===== src/rtl/bus_decoder_pkg.sv =====
// rtl/bus_decoder_pkg.sv - shared constants and types for the bus decoder
// Purpose: FSM state encodings, error cause codes, trap/error read data
//          defaults and the error record type used by bus_decoder.
package bus_decoder_pkg;

    typedef logic [1:0] state_t;

    localparam state_t ST_IDLE   = 2'd0;
    localparam state_t ST_ACCESS = 2'd1;
    localparam state_t ST_RESP   = 2'd2;

    localparam logic [1:0] CAUSE_NONE     = 2'd0;
    localparam logic [1:0] CAUSE_UNMAPPED = 2'd1;
    localparam logic [1:0] CAUSE_PRIV     = 2'd2;
    localparam logic [1:0] CAUSE_TIMEOUT  = 2'd3;

    localparam logic [31:0] ILLEGAL_INSTRUCTION = 32'h0000_0000;
    localparam logic [31:0] DEFAULT_ERR_DATA    = 32'hdead_dead;

    typedef struct packed {
        logic        flag;
        logic [1:0]  cause;
        logic [31:0] addr;
    } err_rec_t;

endpackage


===== src/rtl/bus_timeout.sv =====
// rtl/bus_timeout.sv - access watchdog counter for the bus decoder
// Purpose: counts ACCESS cycles without a slave ready and flags expiry.
// Ports:
//   clk, reset  clock, asynchronous active-high reset
//   start       clears the count (entry into ACCESS)
//   tick        one ACCESS cycle elapsed
//   expired     high during the TIMEOUT_CYCLES-th ticking cycle
module bus_timeout #(
    parameter int TIMEOUT_CYCLES = 255
) (
    input  logic clk,
    input  logic reset,
    input  logic start,
    input  logic tick,
    output logic expired
);

    // Expiry is seen while the last allowed cycle is still ticking, so the
    // caller leaves ACCESS after exactly TIMEOUT_CYCLES cycles.
    localparam logic [15:0] LIMIT = 16'(TIMEOUT_CYCLES - 1);

    logic [15:0] cnt_q;
    logic [15:0] cnt_d;

    always_comb begin
        cnt_d = cnt_q;
        if (start) begin
            cnt_d = '0;
        end else if (tick) begin
            cnt_d = cnt_q + 16'd1;
        end
    end

    always_ff @(posedge clk or posedge reset) begin
        if (reset) begin
            cnt_q <= '0;
        end else begin
            cnt_q <= cnt_d;
        end
    end

    assign expired = tick && (cnt_q == LIMIT);

endmodule


===== src/rtl/bus_decoder.sv =====
// rtl/bus_decoder.sv - address decoder / slave selector with error tracking
// Purpose: latches a CPU request, decodes it to one slave window, runs the
//          access with a timeout and returns a one-cycle response.
// Ports:
//   clk, reset                       clock, asynchronous active-high reset
//   cpu_valid/instr/addr/wdata/wstrb CPU request (wstrb 0 = read)
//   system_mode, force_trap          privilege level, trap override
//   cpu_ready, cpu_rdata             one-cycle response, registered data
//   slv_cs/we/wstrb/addr/wdata       shared slave request, one-hot select
//   slv_rdata, slv_ready             per-slave response
//   err_clear, err_flag/cause/addr   sticky error status
module bus_decoder
    import bus_decoder_pkg::*;
#(
    parameter int                         NUM_SLAVES     = 8,
    parameter logic [NUM_SLAVES*32-1:0]   SLV_BASE       = '0,
    parameter logic [NUM_SLAVES*32-1:0]   SLV_MASK       = '0,
    parameter logic [NUM_SLAVES-1:0]      SLV_PRIV       = '0,
    parameter int                         TIMEOUT_CYCLES = 255,
    parameter logic [31:0]                ERR_DATA       = DEFAULT_ERR_DATA
) (
    input  logic                         clk,
    input  logic                         reset,
    input  logic                         cpu_valid,
    input  logic                         cpu_instr,
    input  logic [31:0]                  cpu_addr,
    input  logic [31:0]                  cpu_wdata,
    input  logic [3:0]                   cpu_wstrb,
    input  logic                         system_mode,
    input  logic                         force_trap,
    output logic                         cpu_ready,
    output logic [31:0]                  cpu_rdata,
    output logic [NUM_SLAVES-1:0]        slv_cs,
    output logic                         slv_we,
    output logic [3:0]                   slv_wstrb,
    output logic [31:0]                  slv_addr,
    output logic [31:0]                  slv_wdata,
    input  logic [NUM_SLAVES*32-1:0]     slv_rdata,
    input  logic [NUM_SLAVES-1:0]        slv_ready,
    input  logic                         err_clear,
    output logic                         err_flag,
    output logic [1:0]                   err_cause,
    output logic [31:0]                  err_addr
);

    state_t                  state_q, state_d;
    logic [NUM_SLAVES-1:0]   slv_cs_q, slv_cs_d;
    logic                    slv_we_q, slv_we_d;
    logic [3:0]              slv_wstrb_q, slv_wstrb_d;
    logic [31:0]             slv_addr_q, slv_addr_d;
    logic [31:0]             slv_wdata_q, slv_wdata_d;
    logic [31:0]             cpu_rdata_q, cpu_rdata_d;
    err_rec_t                err_q, err_d;

    logic [NUM_SLAVES-1:0]   cs_hit;
    logic                    hit_any;
    logic                    priv_block;
    logic                    sel_ready;
    logic [31:0]             sel_rdata;
    logic                    tmo_start;
    logic                    tmo_tick;
    logic                    tmo_expired;

    // Fetch vs data access does not change routing.
    logic unused_cpu_instr;
    assign unused_cpu_instr = cpu_instr;

    // Walk from the top so the lowest-index hitting window wins.
    always_comb begin
        cs_hit = '0;
        for (int i = NUM_SLAVES - 1; i >= 0; i--) begin
            if ((cpu_addr & SLV_MASK[32*i +: 32]) == SLV_BASE[32*i +: 32]) begin
                cs_hit    = '0;
                cs_hit[i] = 1'b1;
            end
        end
    end

    assign hit_any    = |cs_hit;
    assign priv_block = (|(cs_hit & SLV_PRIV)) && !system_mode;

    // The registered one-hot select masks the response of every other slave.
    always_comb begin
        sel_rdata = '0;
        for (int i = 0; i < NUM_SLAVES; i++) begin
            if (slv_cs_q[i]) begin
                sel_rdata = sel_rdata | slv_rdata[32*i +: 32];
            end
        end
    end

    assign sel_ready = |(slv_ready & slv_cs_q);
    assign tmo_tick  = (state_q == ST_ACCESS);

    bus_timeout #(
        .TIMEOUT_CYCLES (TIMEOUT_CYCLES)
    ) u_timeout (
        .clk     (clk),
        .reset   (reset),
        .start   (tmo_start),
        .tick    (tmo_tick),
        .expired (tmo_expired)
    );

    always_comb begin
        state_d     = state_q;
        slv_cs_d    = slv_cs_q;
        slv_we_d    = slv_we_q;
        slv_wstrb_d = slv_wstrb_q;
        slv_addr_d  = slv_addr_q;
        slv_wdata_d = slv_wdata_q;
        cpu_rdata_d = cpu_rdata_q;
        tmo_start   = 1'b0;
        err_d       = err_q;

        // A clear is applied first so that an error recorded in the same
        // cycle overrides it below.
        if (err_clear) begin
            err_d.flag  = 1'b0;
            err_d.cause = CAUSE_NONE;
        end

        case (state_q)
            ST_IDLE: begin
                if (cpu_valid) begin
                    slv_addr_d  = cpu_addr;
                    slv_wdata_d = cpu_wdata;
                    slv_wstrb_d = cpu_wstrb;
                    slv_we_d    = |cpu_wstrb;
                    if (force_trap) begin
                        state_d     = ST_RESP;
                        cpu_rdata_d = ILLEGAL_INSTRUCTION;
                    end else if (!hit_any || priv_block) begin
                        state_d     = ST_RESP;
                        cpu_rdata_d = ERR_DATA;
                        err_d.flag  = 1'b1;
                        err_d.cause = hit_any ? CAUSE_PRIV : CAUSE_UNMAPPED;
                        err_d.addr  = cpu_addr;
                    end else begin
                        state_d   = ST_ACCESS;
                        slv_cs_d  = cs_hit;
                        tmo_start = 1'b1;
                    end
                end
            end
            ST_ACCESS: begin
                // Ready in the final allowed cycle still completes normally.
                if (sel_ready) begin
                    state_d     = ST_RESP;
                    slv_cs_d    = '0;
                    cpu_rdata_d = slv_we_q ? 32'h0 : sel_rdata;
                end else if (tmo_expired) begin
                    state_d     = ST_RESP;
                    slv_cs_d    = '0;
                    cpu_rdata_d = ERR_DATA;
                    err_d.flag  = 1'b1;
                    err_d.cause = CAUSE_TIMEOUT;
                    err_d.addr  = slv_addr_q;
                end
            end
            ST_RESP: begin
                state_d = ST_IDLE;
            end
            default: begin
                state_d  = ST_IDLE;
                slv_cs_d = '0;
            end
        endcase
    end

    always_ff @(posedge clk or posedge reset) begin
        if (reset) begin
            state_q     <= ST_IDLE;
            slv_cs_q    <= '0;
            slv_we_q    <= 1'b0;
            slv_wstrb_q <= '0;
            slv_addr_q  <= '0;
            slv_wdata_q <= '0;
            cpu_rdata_q <= '0;
            err_q       <= '0;
        end else begin
            state_q     <= state_d;
            slv_cs_q    <= slv_cs_d;
            slv_we_q    <= slv_we_d;
            slv_wstrb_q <= slv_wstrb_d;
            slv_addr_q  <= slv_addr_d;
            slv_wdata_q <= slv_wdata_d;
            cpu_rdata_q <= cpu_rdata_d;
            err_q       <= err_d;
        end
    end

    assign cpu_ready = (state_q == ST_RESP);
    assign cpu_rdata = cpu_rdata_q;
    assign slv_cs    = slv_cs_q;
    assign slv_we    = slv_we_q;
    assign slv_wstrb = slv_wstrb_q;
    assign slv_addr  = slv_addr_q;
    assign slv_wdata = slv_wdata_q;
    assign err_flag  = err_q.flag;
    assign err_cause = err_q.cause;
    assign err_addr  = err_q.addr;

endmodule


===== config.mk =====
export PLATFORM = sky130hd
export DESIGN_NAME = bus_decoder
export DESIGN_NICKNAME = d
export VERILOG_FILES = /design/src/rtl/bus_decoder_pkg.sv /design/src/rtl/bus_timeout.sv /design/src/rtl/bus_decoder.sv
export SDC_FILE = /design/constraint.sdc
export NUM_CORES = 1
export LEC_CHECK = 0
export ABC_AREA = 1
export CORE_AREA = 2 2 191 193
export CTS_CLUSTER_DIAMETER = 40
export DETAILED_ROUTE_END_ITERATION = 12
export DIE_AREA = 0 0 193 195
export SYNTH_ARGS = -nofsm -noshare
export SYNTH_HDL_FRONTEND = slang
export SYNTH_SLANG_ARGS = --single-unit

===== constraint.sdc =====
create_clock -name clk -period 7.65 [get_ports clk]
set_input_delay 1.1475 -clock clk [delete_from_list [all_inputs] [get_ports clk]]
set_output_delay 1.1475 -clock clk [all_outputs]
set_load 0.02 [all_outputs]

==> results.py, run 1 <==
metrics = {
    "run_status": {
        "status": "finished clean",
    },
    "clock_tree": {
        "ctsHtreeMaxLevel": 4,
        "clock_sinks": 155,
        "worst_setup_hold_path_clk_slew_ns": 0.06,
        "cts_inserted_buffers": 17,
        "post_cts_resize_count": 0,
        "number_of_setup_buffers_added_after_cts": 0,
        "clock_tree.buffer_depth": 2,
        "hold_buffers": 0,
        "worst_skew_pair.late_latency_ns": 0.43,
        "clock_tree_from_tritoncts": "done",
        "root_buffer_cell": "sky130_fd_sc_hd__clkbuf_16",
    },
    "cells_and_area": {
        "filler_cell_count": 3775,
        "nNetsFinal": 1326,
        "num_antenna_cells": 0,
        "drive_gt1_frac": 0.0521,
        "area.growth.synth_to_final_pct": 52.5,
        "finish.cell_count_without_fillers": 1459,
    },
    "logic_synthesis": {
        "synthDominantAreaCellType": "sky130_fd_sc_hd__dfrtp_1",
        "synth.most_common_cell": "sky130_fd_sc_hd__nand2_1",
        "syn_avg_cell_area_um2": 8.65,
        "synthFlopType": "sky130_fd_sc_hd__dfrtp_1",
        "synth_enable_flop_cells": 0,
        "synth_seq_area_share": 0.592,
        "synthTopCellsByCount": "284 x sky130_fd_sc_hd__nand2_1, 155 x sky130_fd_sc_hd__dfrtp_1, 56 x sky130_fd_sc_hd__nor2_1",
        "yosys.cell_types.count": 28,
        "syn-cell-area_um2": 6550,
        "synthesis.yosys.warnings": 0,
        "synth_top_area_frac": 0.592,
        "ys_async_sr_fraction": 1.00,
        "synth_seq_cells": 155,
        "yosys-top-cells-area": "sky130_fd_sc_hd__dfrtp_1 59%, sky130_fd_sc_hd__nand2_1 16%, sky130_fd_sc_hd__o21ai_0 3.3%",
        "syn-instance-count": 758,
    },
    "critical_path": {
        "cp_top_family": "simple AND/OR/NAND/NOR gates",
        "setup.reg_to_reg.worst_slack_ns": 4.95,
        "timing.critical_path.required_ns": 7.97,
        "critical_path.startpoint_type": "primary input",
        "criticalPathCategory": "primary input to register",
        "worst_setup_path_startpoint": "slv_ready[0]",
        "largest_fanout_on_the_critical_path": 33,
        "crit_buf_inv": 1,
        "r2r-end": "cpu_rdata[14]",
        "critPathMaxStageDelay_ns": 0.67,
        "reg2regPathDepth": 5,
        "critical-path-top-cell-by-count": "sky130_fd_sc_hd__nand2_1",
        "reg2reg_from": "slv_cs[0]",
        "worst-endpoint-arrival_ns": 3.75,
        "crit_path_max_delay_cell_type": "sky130_fd_sc_hd__nand3_2",
        "cp-end-kind": "register",
        "crit_path_cell_trace": "clkdlybuf4s50_1, nand2_1, nand3_2, nand3_2, nand2_1, nand2_1",
    },
    "die": {
        "floorplan.die.width_um": 193,
        "die_height_um": 195,
        "floorplan.initialDensity": 0.185,
        "ioPinCount": 484,
        "core_area_um2": 35400,
        "fp.dieArea_um2": 37600,
        "std_cell_rows": 69,
    },
    "power": {
        "fraction_of_power_consumed_by_combinational_cells": 0.397,
        "overall_power_mw": 3.47,
        "power.net_switching_mw": 1.31,
        "vdd_drop_max_uv": 192,
        "power.leakage_nw": 4.62,
        "p_int_mw": 2.16,
        "seqPwrFrac": 0.339,
        "power_density_nw_per_um2": 347,
        "switching_share": 0.377,
        "power_frac_clock": 0.264,
    },
    "place": {
        "finalWeightedCongestion": 0.752,
        "numPortBuffers": 243,
        "placed_cells": 1427,
        "dp_hpwl_mm": 13.8,
    },
    "timing": {
        "slew_viol_final": 0,
        "fin_hold_ws_ns": 0.470,
        "timing.final.hold_violations": 0,
        "rsz0062_at_grt": "no",
        "max_slew.worst_pin.slew_ns": 0.960,
        "setup_viol": 0,
        "final_clock_period_utilization_by_the_worst_path": 0.448,
        "timing.clock.skew_ns": 0.0101,
        "timing.setup.tns_ns": 0,
        "max_clock_freq_ghz": 0.292,
        "slew_headroom": 0.359,
        "fin_crit_ns": 3.43,
    },
    "drt": {
        "post-route-drc-count": 0,
        "route.detailed.vias_per_inst": 3.95,
        "routed_wirelength_mm": 20.0,
        "post_drt_wl_per_cell_um": 13.7,
        "drt.antenna.violating_nets": 0,
        "drtIter0Drc": 285,
        "routed-via-count": 5760,
        "dr.pass1.iters": 4,
    },
    "min_path": {
        "min_to": "cpu_rdata[19]",
        "worstHoldPathCells": 2,
        "hold_startpoint": "cpu_rdata[19]",
        "timing.hold.worst.class": "register to register",
    },
    "flow_run": {
        "cap_violations": 0,
    },
    "grt": {
        "wire_length_of_the_first_global_routing_pass_mm": 31.2,
        "globalRoute.totalOverflow": 0,
        "grt_antenna_before_repair": 0,
        "grt_pass1_vias": 5603,
        "track_usage": 0.108,
        "grt_max_degree": 84,
    },
}
## metrics by stage
stage                     instance area [um^2]   util  worst slack, ns
after global placement                    9370  0.265             3.77
final                                    10000  0.282             4.22
after detailed placement                  9370  0.265             3.74
after CTS                                10000  0.282             4.21
after global routing                     10000  0.282             4.00
after floorplan                           6580      -             2.32
## cell usage in the layout (no fill, tap or decap), types with 3 or more instances in the layout
cell	count
sky130_fd_sc_hd__nand3_1	9
sky130_fd_sc_hd__clkbuf_16	17
sky130_fd_sc_hd__o21ai_2	5
sky130_fd_sc_hd__inv_1	54
sky130_fd_sc_hd__nor2_2	3
sky130_fd_sc_hd__a21oi_1	30
sky130_fd_sc_hd__nor2_4	3
sky130_fd_sc_hd__conb_1	7
sky130_fd_sc_hd__dfrtp_1	155
sky130_fd_sc_hd__clkdlybuf4s50_1	243
sky130_fd_sc_hd__o21ai_1	25
sky130_fd_sc_hd__clkbuf_1	3
sky130_fd_sc_hd__nand2_1	284
sky130_fd_sc_hd__nor2_1	55
sky130_fd_sc_hd__bufinv_16	4
sky130_fd_sc_hd__o21ai_0	43
sky130_fd_sc_hd__nand4_1	26
sky130_fd_sc_hd__buf_4	4
sky130_fd_sc_hd__nor3_1	5
## cells by family after synthesis
kind of cell | Yosys count | synth area share
simple gates | 391 | 0.246
flops | 155 | 0.592
compound gates | 107 | 0.0857
buf+inv | 102 | 0.0720
fa+ha+maj | 2 | 0.00382
other cells | 1 | 0.000572
## routing by layer
layer / up-vias / global-route usage / wire length [um]
met5: - / 0 / 0
li1: 2834 / - / -
met1: 2693 / 0.131 / 8470
met2: 221 / 0.164 / 8930
met3: 12 / 0.0561 / 2400
met4: 0 / 0.0354 / 245
## how the worst max path moves through the flow
stage / end / slack (ns) / cells after the start
2_1_floorplan: cpu_rdata[0] / 2.32 / 1
5_1_grt: cpu_rdata[15] / 4.00 / 6
6_report: cpu_rdata[5] / 4.22 / 6
3_5_place_dp: cpu_rdata[14] / 3.74 / 6
4_1_cts: cpu_rdata[14] / 4.21 / 6
3_3_place_gp: cpu_rdata[25] / 3.77 / 6
## state kept, by name, indices dropped and copies added (netlist names)
register,cells
err_addr,32
slv_addr,32
slv_wdata,32
u_timeout.cnt_q,16
slv_cs,1
slv_we,1
state_q,2
slv_wstrb,4
err_cause,2
cpu_rdata,32
err_flag,1
## power by group through the flow
stage | clock [mW] | combinational, mW | sequential, mW
global placement | 0 | 1.39 | 1.18
floorplan | 0 | 0.500 | 1.43
global route | 0.985 | 1.51 | 1.20
CTS | 0.950 | 1.40 | 1.18
detailed placement | 0 | 1.39 | 1.18
finish | 0.915 | 1.38 | 1.17
## tightest hold or removal path, delay by kind of cell (launching register included)
family	cells	cell delay (ns)
and+or+nand+nor	2	0.09
DFF	1	0.34
## final cells by class
type	count	area [um^2]	share of cell area
Clock buffer	22	464	0.0464
Clock inverter	10	163	0.0163
Inverter	57	219	0.0219
Multi-Input combinational cell	507	2230	0.223
Sequential cell	155	3880	0.388
Tap cell	461	577	0.0577
Timing Repair Buffer	247	2460	0.246
Note: power is estimated with default switching activity, not from simulation.
==> inputs of run 2 (changes only) <==
==> constraint.sdc (replaced) <==
create_clock -name clk -period 3.4 [get_ports clk]
set_input_delay 0.51 -clock clk [delete_from_list [all_inputs] [get_ports clk]]
set_output_delay 0.51 -clock clk [all_outputs]
set_load 0.02 [all_outputs]
==> results.py, run 2 (same netlist as run 1, synthesis figures left out) <==
metrics = {
    "cells_and_area": {
        "commonest_non_fill_non_tap_cell_in_the_layout": "sky130_fd_sc_hd__nand2_1",
        "fin_util": 0.284,
        "drive_gt1_frac": 0.0588,
        "area.growth.synth_to_final_pct": 53.5,
        "nNetsFinal": 1332,
        "filler_cell_count": 3793,
        "layout.cells.most_common_list": "284 x sky130_fd_sc_hd__nand2_1, 243 x sky130_fd_sc_hd__clkdlybuf4s50_1, 155 x sky130_fd_sc_hd__dfrtp_1",
    },
    "die": {
        "ioPinCount": 484,
        "core_area_um2": 35400,
        "fp.dieArea_um2": 37600,
        "floorplan.initialDensity": 0.185,
        "floorplan.die.width_um": 193,
        "die_height_um": 195,
        "std_cell_rows": 69,
    },
    "drt": {
        "post_drt_wl_per_cell_um": 13.7,
        "route.met2.wl_mm": 8.92,
        "routed_wirelength_mm": 20.0,
        "route.detailed.vias_per_inst": 3.90,
        "routed-via-count": 5713,
        "drtIter0Drc": 197,
        "post-route-drc-count": 0,
        "dr.pass1.iters": 4,
        "met3_wirelength_mm": 2.19,
        "maxUsedRoutingLayer": "met4",
        "wirelength_met1_mm": 8.72,
        "drt.antenna.violating_nets": 0,
    },
    "clock_tree": {
        "root_buffer_cell": "sky130_fd_sc_hd__clkbuf_16",
        "number_of_setup_buffers_added_after_cts": 0,
        "ctsHtreeMaxLevel": 4,
        "clock_sinks": 155,
        "cts_inserted_buffers": 17,
        "worst_setup_hold_path_clk_slew_ns": 0.07,
        "clock_tree_from_tritoncts": "done",
        "worst_skew_pair.late_latency_ns": 0.43,
        "post_cts_resize_count": 0,
        "hold_buffers": 0,
        "clock_tree.buffer_depth": 2,
    },
    "flow_run": {
        "cap_violations": 0,
    },
    "critical_path": {
        "timing.critical_path.required_ns": 2.89,
        "largest_fanout_on_the_critical_path": 5,
        "worst-endpoint-arrival_ns": 1.69,
        "reg2regPathDepth": 8,
        "critical_path.startpoint_type": "register",
        "worst_setup_path_startpoint": "state_q[1]",
        "r2r-end": "cpu_rdata[9]",
        "cp-endpoint": "cpu_ready",
        "criticalPathCategory": "register to primary output",
        "reg2reg_from": "state_q[1]",
        "setup.reg_to_reg.worst_slack_ns": 1.28,
        "cp-end-kind": "primary output",
    },
    "run_status": {
        "status": "finished clean",
    },
    "grt": {
        "grt_max_degree": 101,
        "wire_length_of_the_first_global_routing_pass_mm": 31.0,
        "grt_antenna_before_repair": 1,
        "globalRoute.totalOverflow": 0,
        "track_usage": 0.106,
        "grt_pass1_vias": 5652,
    },
    "timing": {
        "setup_viol": 0,
        "slew_headroom": 0.457,
        "fin_crit_ns": 2.20,
        "timing.setup.tns_ns": 0,
        "slew_viol_final": 0,
        "max_clock_freq_ghz": 0.454,
        "rsz0062_at_grt": "no",
        "final_clock_period_utilization_by_the_worst_path": 0.648,
        "timing.clock.skew_ns": 0.0134,
        "max_slew.worst_pin.slew_ns": 0.815,
        "timing.final.hold_violations": 0,
    },
    "min_path": {
        "timing.hold.worst.class": "register to register",
    },
    "place": {
        "numPortBuffers": 243,
        "dp_hpwl_mm": 14.0,
        "finalWeightedCongestion": 0.798,
    },
    "power": {
        "power.leakage_nw": 4.65,
        "power_density_nw_per_um2": 773,
        "vdd_drop_max_uv": 421,
    },
}
[run 2: cell count changes in the layout (fill, tap and decap cells not counted), sizes merged]
cell | previous run | this run
bufinv | 4 | 3
diode | 0 | 1
clkinvlp | 2 | 3
clkbuf | 22 | 20
inv | 58 | 60
buf | 4 | 10
[run 2: critical path: stages (launching register included)]
cell and delay (ns):
sky130_fd_sc_hd__dfrtp_1 0.46, sky130_fd_sc_hd__inv_1 0.08, sky130_fd_sc_hd__nor2_1 0.11, sky130_fd_sc_hd__clkdlybuf4s50_1 0.62
[run 2: worst min-delay path by stage]
stage,from,end,slack [ns],cells after the start
finish,slv_wdata[28],slv_wdata[28],0.47,2
global route,cpu_rdata[4],cpu_rdata[4],0.49,2
CTS,cpu_rdata[14],cpu_rdata[14],0.47,2
detailed placement,cpu_rdata[25],cpu_rdata[25],0.46,2
global placement,cpu_rdata[3],cpu_rdata[3],0.45,2
floorplan,u_timeout.cnt_q[9],u_timeout.cnt_q[9],0.48,1
[run 2: final cells by class]
| class | instances | area (um^2) | area share |
|---|---|---|---|
| inverter | 57 | 218 | 0.0216 |
| sequential | 155 | 3880 | 0.385 |
| clock inverter | 12 | 161 | 0.0160 |
| timing repair buffer | 253 | 2540 | 0.253 |
| clock buffer | 20 | 447 | 0.0444 |
| tap | 461 | 577 | 0.0573 |
| antenna | 1 | 2.50 | 0.000249 |
| multi-input combinational | 507 | 2230 | 0.222 |
[run 2: per-stage QoR]
step                      std cells  power (mW)  worst slack (ns)  hold slack, ns  cell area (um^2)
after floorplan                 764        4.33             0.931           0.476              6580
after global placement         1433        5.80             0.975           0.453              9450
after detailed placement       1433        5.83             0.938           0.458              9450
after CTS                      1465        7.92              1.16           0.474             10100
after global routing           1465        8.31              1.05           0.486             10100
final                          1466        7.78              1.20           0.469             10100
[run 2: power breakdown]
group / internal [mW] / switching (mW)
clock network: 1.19 / 0.822
registers: 2.34 / 0.304
logic: 1.27 / 1.85
total: 4.81 / 2.97
[run 2: routing by layer]
layer	global-route usage	vias up
met4	0.0303	0
met2	0.164	209
met1	0.135	2646
met3	0.0458	9
li1	-	2849
met5	0	-
==> inputs of run 3 (changes only) <==
==> constraint.sdc (replaced) <==
create_clock -name clk -period 2.3 [get_ports clk]
set_input_delay 0.345 -clock clk [delete_from_list [all_inputs] [get_ports clk]]
set_output_delay 0.345 -clock clk [all_outputs]
set_load 0.02 [all_outputs]
==> results.py, run 3 (same netlist as run 1, synthesis figures left out) <==
metrics = {
    "grt": {
        "grt_antenna_before_repair": 1,
        "wire_length_of_the_first_global_routing_pass_mm": 31.4,
        "grt_pass1_vias": 5615,
        "globalRoute.totalOverflow": 0,
        "grt_max_degree": 89,
        "track_usage": 0.108,
    },
    "critical_path": {
        "critPathMaxStageDelay_ns": 0.64,
        "setup.reg_to_reg.worst_slack_ns": 0.48,
        "crit_buf_inv": 2,
        "reg2regPathDepth": 10,
        "cp-end-kind": "primary output",
        "crit_path_cell_trace": "inv_1, nor2_1, clkdlybuf4s50_1",
        "worst-endpoint-arrival_ns": 1.71,
        "critical_path.startpoint_type": "register",
        "largest_fanout_on_the_critical_path": 5,
        "cp_top_family": "buffers and inverters",
        "cp.depth": 3,
        "criticalPathCategory": "register to primary output",
        "timing.critical_path.required_ns": 1.96,
        "reg2reg_from": "u_timeout.cnt_q[0]",
        "crit_path_max_delay_cell_type": "sky130_fd_sc_hd__clkdlybuf4s50_1",
        "r2r-end": "cpu_rdata[4]",
    },
    "clock_tree": {
        "cts_inserted_buffers": 17,
        "hold_buffers": 0,
        "ctsHtreeMaxLevel": 4,
        "clock_tree_from_tritoncts": "done",
        "post_cts_resize_count": 0,
        "number_of_setup_buffers_added_after_cts": 0,
        "clock_tree.buffer_depth": 2,
        "worst_skew_pair.late_latency_ns": 0.43,
        "worst_setup_hold_path_clk_slew_ns": 0.07,
        "root_buffer_cell": "sky130_fd_sc_hd__clkbuf_16",
        "clock_sinks": 155,
    },
    "cells_and_area": {
        "layout.cells.most_common_list": "284 x sky130_fd_sc_hd__nand2_1, 243 x sky130_fd_sc_hd__clkdlybuf4s50_1, 155 x sky130_fd_sc_hd__dfrtp_1",
        "area.growth.synth_to_final_pct": 54.5,
        "nNetsFinal": 1341,
        "commonest_non_fill_non_tap_cell_in_the_layout": "sky130_fd_sc_hd__nand2_1",
        "drive_gt1_frac": 0.0691,
        "finish.cell_count_without_fillers": 1475,
    },
    "drt": {
        "wirelength_met1_mm": 9.13,
        "post-route-drc-count": 0,
        "drtIter0Drc": 194,
        "route.met2.wl_mm": 8.65,
        "routed-via-count": 5772,
        "drt.antenna.violating_nets": 0,
        "routed_wirelength_mm": 20.0,
        "post_drt_wl_per_cell_um": 13.6,
        "met3_wirelength_mm": 1.86,
        "route.detailed.vias_per_inst": 3.91,
        "dr.pass1.iters": 4,
        "maxUsedRoutingLayer": "met4",
    },
    "die": {
        "ioPinCount": 484,
        "core_area_um2": 35400,
        "die_height_um": 195,
        "std_cell_rows": 69,
        "floorplan.initialDensity": 0.185,
        "floorplan.die.width_um": 193,
        "fp.dieArea_um2": 37600,
    },
    "timing": {
        "fin_crit_ns": 2.05,
        "slew_viol_final": 0,
        "fin_hold_ws_ns": 0.315,
        "setup_viol": 0,
        "rsz0062_at_grt": "no",
        "max_clock_freq_ghz": 0.487,
        "final_clock_period_utilization_by_the_worst_path": 0.893,
        "timing.clock.skew_ns": 0.0128,
        "timing.final.hold_violations": 0,
    },
    "power": {
        "power.leakage_nw": 4.70,
        "power_frac_clock": 0.252,
        "switching_share": 0.393,
        "power_density_nw_per_um2": 1130,
        "p_int_mw": 6.96,
        "power.net_switching_mw": 4.50,
        "vdd_drop_max_uv": 578,
        "seqPwrFrac": 0.341,
        "fraction_of_power_consumed_by_combinational_cells": 0.407,
    },
    "run_status": {
        "status": "finished clean",
    },
    "place": {
        "finalWeightedCongestion": 0.797,
        "dp_hpwl_mm": 14.3,
        "placed_cells": 1442,
        "numPortBuffers": 243,
    },
    "flow_run": {
        "cap_violations": 0,
    },
    "min_path": {
        "timing.hold.worst.class": "primary input to async pin",
    },
}
-- run 3: layout make-up --
| class | instances | area, um^2 |
|---|---|---|
| inverter | 57 | 218 |
| timing repair buffer | 262 | 2630 |
| fill | 3772 | 25300 |
| sequential | 155 | 3880 |
| clock buffer | 18 | 439 |
| tap | 461 | 577 |
| clock inverter | 14 | 151 |
| multi-input combinational | 507 | 2230 |
| antenna | 1 | 2.50 |
-- run 3: worst max-delay path by stage --
stage | from | end | slack [ns]
after CTS | state_q[1] | cpu_ready | 0.22
after floorplan | reset | cpu_rdata[0] | -0.004
final | state_q[1] | cpu_ready | 0.25
after global placement | slv_ready[0] | cpu_rdata[17] | 0.44
after global routing | state_q[1] | cpu_ready | 0.12
after detailed placement | slv_ready[0] | cpu_rdata[4] | 0.40
-- run 3: per-layer routing --
layer	up-vias	track usage
met5	-	0
met4	0	0.0412
met3	23	0.0419
met2	215	0.158
met1	2665	0.142
li1	2869	-
-- run 3: through the flow --
step                      setup TNS [ns]  total power, mW  utilization  instance area (um^2)  setup WS [ns]
after floorplan                   -0.605             6.41            -                  6580       -0.00390
after global placement                 0             8.62        0.269                  9530          0.438
after detailed placement               0             8.67        0.269                  9530          0.403
after CTS                              0             11.7        0.286                 10100          0.224
after global routing                   0             12.2        0.286                 10100          0.120
final                                  0             11.5        0.286                 10100          0.246
-- run 3: power groups by stage --
stage	clock network [mW]	logic (mW)	registers, mW
final	2.89	4.67	3.91
after detailed placement	0	4.73	3.94
after floorplan	0	1.66	4.74
after global placement	0	4.71	3.91
after global routing	3.11	5.13	4.01
after CTS	3.02	4.75	3.91
